<file path="config.mk">
export PLATFORM = sky130hd
export DESIGN_NAME = twobit_26x18_mesh_core
export DESIGN_NICKNAME = d
export VERILOG_FILES = /design/src/rtl/twobit_mesh_pkg.sv /design/src/rtl/twobit_26x18_mesh_core_contour_cell.sv /design/src/rtl/twobit_26x18_mesh_core.sv
export SDC_FILE = /design/constraint.sdc
export NUM_CORES = 2
export LEC_CHECK = 0
export ABC_AREA = 0
export BUFFER_PORTS_ARGS = -buffer_cell sky130_fd_sc_hd__buf_2
export CAP_MARGIN = 20
export CORE_AREA = 2 2 541 543
export CTS_BUF_LIST = sky130_fd_sc_hd__clkbuf_4 sky130_fd_sc_hd__clkbuf_8 sky130_fd_sc_hd__clkbuf_16
export CTS_CLUSTER_DIAMETER = 40
export DETAILED_ROUTE_END_ITERATION = 8
export DIE_AREA = 0 0 543 545
export PLACE_DENSITY = 0.38
export SLEW_MARGIN = 20
export SYNTH_ARGS = -nofsm -noshare
export SYNTH_HDL_FRONTEND = slang
export SYNTH_SLANG_ARGS = --single-unit
</file>
<file path="constraint.sdc">
create_clock -name clk -period 0.8 [get_ports clk]
set_input_delay 0.08 -clock clk [delete_from_list [all_inputs] [get_ports clk]]
set_output_delay 0.08 -clock clk [all_outputs]
set_load 0.02 [all_outputs]
</file>
<file path="src/rtl/twobit_mesh_pkg.sv">
// Shared geometry and algorithm codes for the 26x18 two-bit contour mesh.
//   COLS, ROWS, NPIX : fixed image geometry (pixel p = r*COLS + c)
//   IMG_W            : width of the packed two-bit image bus
//   algo_e           : algorithm select codes
//   NB_*             : bit positions of each neighbour in a cell's 8-bit
//                      neighbour vector (clockwise from north)
package twobit_mesh_pkg;

  localparam int COLS  = 26;
  localparam int ROWS  = 18;
  localparam int NPIX  = COLS * ROWS;
  localparam int IMG_W = 2 * NPIX;

  typedef enum logic [1:0] {
    ALGO_PIX  = 2'b00,
    ALGO_RDBF = 2'b01,
    ALGO_VERT = 2'b10,
    ALGO_RSVD = 2'b11
  } algo_e;

  localparam int NB_N  = 0;
  localparam int NB_NE = 1;
  localparam int NB_E  = 2;
  localparam int NB_SE = 3;
  localparam int NB_S  = 4;
  localparam int NB_SW = 5;
  localparam int NB_W  = 6;
  localparam int NB_NW = 7;

endpackage

</file>
<file path="src/rtl/twobit_26x18_mesh_core_contour_cell.sv">
// contour_cell: combinational contour decision for one pixel.
//   self_bg : 1 when this pixel is background (its MSB)
//   nbr_bg  : background flags of the 8 neighbours, indexed by NB_*
//   algo    : algorithm select
//   cbit    : contour bit for this pixel
module contour_cell
  import twobit_mesh_pkg::*;
(
  input  logic       self_bg,
  input  logic [7:0] nbr_bg,
  input  algo_e      algo,
  output logic       cbit
);

  logic any4_bg;
  logic any8_bg;
  logic vert_bg;

  always_comb begin
    any4_bg = nbr_bg[NB_N] | nbr_bg[NB_S] | nbr_bg[NB_E] | nbr_bg[NB_W];
    any8_bg = |nbr_bg;
    // A corner needs background on one vertical side and one horizontal side.
    vert_bg = (nbr_bg[NB_N] | nbr_bg[NB_S]) & (nbr_bg[NB_E] | nbr_bg[NB_W]);

    cbit = 1'b0;
    case (algo)
      ALGO_PIX:  cbit = ~self_bg & any4_bg;
      ALGO_RDBF: cbit = ~self_bg & any8_bg;
      ALGO_VERT: cbit = ~self_bg & vert_bg;
      default:   cbit = 1'b0;
    endcase
  end

endmodule

</file>
<file path="src/rtl/twobit_26x18_mesh_core.sv">
// twobit_26x18_mesh_core: parallel contour extraction over a 26x18 image of
// two-bit pixels. Every pixel is evaluated by its own contour_cell; the
// image is surrounded by a one-pixel background border so edge cells see
// out-of-array neighbours as background.
//   clk     : rising-edge clock
//   rst_n   : asynchronous active-low reset, clears contour
//   inp     : image, pixel p at inp[2p+1:2p]
//   high    : capture enable; loads a new contour map on the edge
//   algo    : 00 pixel following, 01 RDBF, 10 vertex following, 11 none
//   contour : registered contour map, bit p for pixel p
module twobit_26x18_mesh_core
  import twobit_mesh_pkg::*;
(
  input  logic             clk,
  input  logic             rst_n,
  input  logic [IMG_W-1:0] inp,
  input  logic             high,
  input  logic [1:0]       algo,
  output logic [NPIX-1:0]  contour
);

  localparam int PW = COLS + 2;
  localparam int PH = ROWS + 2;

  logic [PH*PW-1:0] bg_pad;
  logic [NPIX-1:0]  pix_lsb_unused;
  logic [NPIX-1:0]  cell_out;
  logic [NPIX-1:0]  contour_d;
  logic [NPIX-1:0]  contour_q;
  algo_e            algo_sel;

  assign algo_sel = algo_e'(algo);

  // Padded background map: border ring forced to background, interior
  // taken from each pixel's MSB. The LSB does not affect classification.
  for (genvar pr = 0; pr < PH; pr++) begin : g_pad_r
    for (genvar pc = 0; pc < PW; pc++) begin : g_pad_c
      if (pr == 0 || pr == PH - 1 || pc == 0 || pc == PW - 1) begin : g_border
        assign bg_pad[pr*PW + pc] = 1'b1;
      end else begin : g_inner
        localparam int P = (pr - 1) * COLS + (pc - 1);
        assign bg_pad[pr*PW + pc] = inp[2*P + 1];
        assign pix_lsb_unused[P]  = inp[2*P];
      end
    end
  end

  for (genvar r = 0; r < ROWS; r++) begin : g_row
    for (genvar c = 0; c < COLS; c++) begin : g_col
      localparam int C = (r + 1) * PW + (c + 1);
      logic [7:0] nbr;
      assign nbr[NB_N]  = bg_pad[C - PW];
      assign nbr[NB_NE] = bg_pad[C - PW + 1];
      assign nbr[NB_E]  = bg_pad[C + 1];
      assign nbr[NB_SE] = bg_pad[C + PW + 1];
      assign nbr[NB_S]  = bg_pad[C + PW];
      assign nbr[NB_SW] = bg_pad[C + PW - 1];
      assign nbr[NB_W]  = bg_pad[C - 1];
      assign nbr[NB_NW] = bg_pad[C - PW - 1];

      contour_cell u_cell (
        .self_bg (bg_pad[C]),
        .nbr_bg  (nbr),
        .algo    (algo_sel),
        .cbit    (cell_out[r*COLS + c])
      );
    end
  end

  always_comb begin
    contour_d = contour_q;
    if (high) begin
      contour_d = cell_out;
    end
  end

  always_ff @(posedge clk or negedge rst_n) begin
    if (!rst_n) begin
      contour_q <= '0;
    end else begin
      contour_q <= contour_d;
    end
  end

  assign contour = contour_q;

endmodule

</file>
==> metrics.txt <==
outcome=finished, violations left; failing checks=hold timing, setup timing; Mapped Area=0.0334 mm²; prevailing post-synth register cell=dfrtp_1; Sw Pwr=roughly 51 mW; fmax=635 MHz; Final Hold Vio Count=between 150 and 200; area taken by multi-input logic gates=0.0229 mm²; Setup Skew=0 ns; R2R Setup Slk=-0.24 ns; Slew @ Worst Pin=0.789 ns; PortBufs=940; Post-synth top cells=701 x nor2_1, 468 x dfrtp_1, 396 x o21ai_0, 364 x clkbuf_1, 211 x nand2_1; r2r endpoint=contour[388]; hold crit path type=primary input to flip-flop; setup_tns=-454.48 ns; Gate Count Post-Synth=4223; layout cell share with drive strength beyond 1=0.488; Initial Util=0.115; area delta synth->final=136%; Slew headroom=0.466; Total Routing Usage GR=0.234; Worst Hold Path EP=contour[232]; Cell Pwr Density=1840 mW/mm²; Net Count, Synth=5168; fin. max-slew vios=0; combinational group share of total power=0.357; Worst R2R Start=contour[388]; CTS tree=done; global-route wire length before repair=476 mm; DRC viols=0; Post-synth ARST share=1.00; routed len/inst=33.0 µm; vias in the first global route=about 52000; htree depth=4; Sink Count=468; Synth Warn #=0; max reg flops=468; core footprint=between 0.2 and 0.3 mm²; P_leak=35.2 nW; CP endpoint kind=primary output; largest cells by area after synthesis=dfrtp_1 35%, nor2_1 7.9%, o21ai_0 5.9%; area share of the largest cell type after synthesis=0.351; CP max-delay cell=dfrtp_2; num rows=198; critical path, cell by cell=buf_6 > buf_12; Period minus WS final=~1.6 ns; Power Total=145 mW; Vias=between 50000 and 60000; DRT Wirelength=379 mm; Max Cap Viol=0; DRT iter0 DRCs=~5700; Sw Share=0.349; Flop pwr share=0.198; maximum root-to-sink buffer count=4; top-count cell post-synth=nor2_1; Worst EP required=0.72 ns; Chip Width=approximately 540 µm; CP max FO=2; Internal=94.3 mW; RSZ-0062 raised after global routing=true; Fillers=31100; Yosys reg bits=468; WP data arrival=1.49 ns; HP Start=inp[515]; Post-DP HPWL=263 mm; WHS=-0.232 ns; Congestion Overflow GR=0; die area=0.296 mm²; vias per cell=slightly below 5; WS Path Type=flip-flop to primary output; Final setup violation count=1047; Seq/Total Area, Yosys=0.351; Unique masters post-synth=63; FF+latch area=0.0117 mm²; number of flops mapped to enable cells by yosys=0; Cells on Worst Hold Path=5; startpoint types=flip-flop; worst-case reg-to-reg path depth=3; VDD IR max=1.52 mV; crit-path max cell delay=approximately 0.44 ns; Pre-antenna DRT Iters=6; Root Driver=clkbuf_16; RD Place Congestion=0.897; syn avg cell area=7.91 µm²; Clock power frac=0.445; Post-DRT Antenna Nets=0; io pins=roughly 1400; Final period util=1.97; Die Ht=545 µm; nets=roughly 8300; largest net degree at the start of global routing=between 40 and 50; CTS buffer count=161; worst skew pair latency=0.82 ns; post-synth top area cell=dfrtp_1; Clk pin slew, worst setup/hold paths=about 0.050 ns; initial antenna violation count=210; final worst setup slack=-0.774 ns
## power by group through the flow
stage | registers, mW | clock network (mW) | logic [mW]
2_1_floorplan | 30.8 | 0 | 11.3
3_3_place_gp | 28.3 | 0 | 35.3
3_5_place_dp | 28.3 | 0 | 35.4
4_1_cts | 28.5 | 65.1 | 45.2
5_1_grt | 28.8 | 66.3 | 53.7
6_report | 28.6 | 64.5 | 51.8
## kinds of logic (layout without fill, tap and decap cells)
logic type,Yosys count,count (layout),synth area share
AOI/OAI and AO/OA,1736,1736,0.379
adders and majority gates,4,4,0.00150
buffers and inverters,510,3777,0.0612
DFF,468,468,0.351
other,0,89,0
and+or+nand+nor,1505,1505,0.208
## metrics by stage
step	cell area [µm²]	util	instances	setup WS [ns]
after global routing	78600	0.271	11400	-0.824
after global placement	54400	0.188	9951	-1.45
after floorplan	35000	-	4223	-0.748
final	78700	0.271	11500	-0.774
after CTS	71900	0.248	11100	-0.836
after detailed placement	54400	0.188	9951	-1.42
## critical path, delay by kind of cell, from the launching register on
| kind | cells | cell delay (ns) |
|---|---|---|
| flops | 1 | 0.44 |
| buf+inv | 2 | 0.25 |
## worst max path at each step
stage / startpoint / end / slack (ns) / depth (start not counted)
after floorplan: algo[0] / contour[206] / -0.75 / 7
final: contour[362] / contour[362] / -0.77 / 2
after global placement: algo[1] / contour[446] / -1.45 / 8
after CTS: contour[362] / contour[362] / -0.84 / 2
after detailed placement: algo[1] / contour[446] / -1.42 / 8
after global routing: contour[362] / contour[362] / -0.82 / 2
## metal layers
layer | track usage | wire (µm)
met5 | 0 | 731
met4 | 0.125 | 22500
met3 | 0.0740 | 40100
met2 | 0.328 | 152000
met1 | 0.314 | 164000
## layout by cell type, fill, tap and decap left out, drive strengths merged, types with 9 or more instances in the layout
cell type,netlist,routed
a211o,47,47
a211oi,115,115
a21o,128,128
a21oi,153,153
a221oi,101,101
a22o,79,79
a22oi,47,47
a2bb2oi,18,18
a311o,87,87
a311oi,40,40
a31oi,36,36
a32o,55,55
a41oi,12,12
and3,21,21
buf,121,2796
bufinv,0,11
clkbuf,365,276
clkinv,0,29
dfrtp,468,468
diode,0,89
dlygate4sd3,0,538
dlymetal6s4s,0,91
inv,24,29
nand2,211,211
nand3,102,102
nand4,126,126
nor2,701,701
nor3,118,118
nor4,150,150
nor4b,11,11
o21a,10,10
o21ai,439,439
o221ai,99,99
o22ai,9,9
o2bb2ai,74,74
o31ai,13,13
o41ai,151,151
or2,33,33
## layout make-up
cell class | count | area share
inverter | 24 | 0.00192
clock inverter | 49 | 0.00801
multi-input combinational | 3245 | 0.290
timing repair buffer | 3476 | 0.426
clock buffer | 228 | 0.0601
antenna | 89 | 0.00283
tap | 3900 | 0.0620
sequential | 468 | 0.149
## timing repair
action	4_1_cts	5_1_grt
pin swaps	28	173
hold endpoints to repair	934	231
endpoints found under the setup margin	932	1128
gates cloned	28	52
hold buffers	597	132
gates resized for setup	1037	760
buffers inserted	237	225
(Power assumes the default switching activity.)
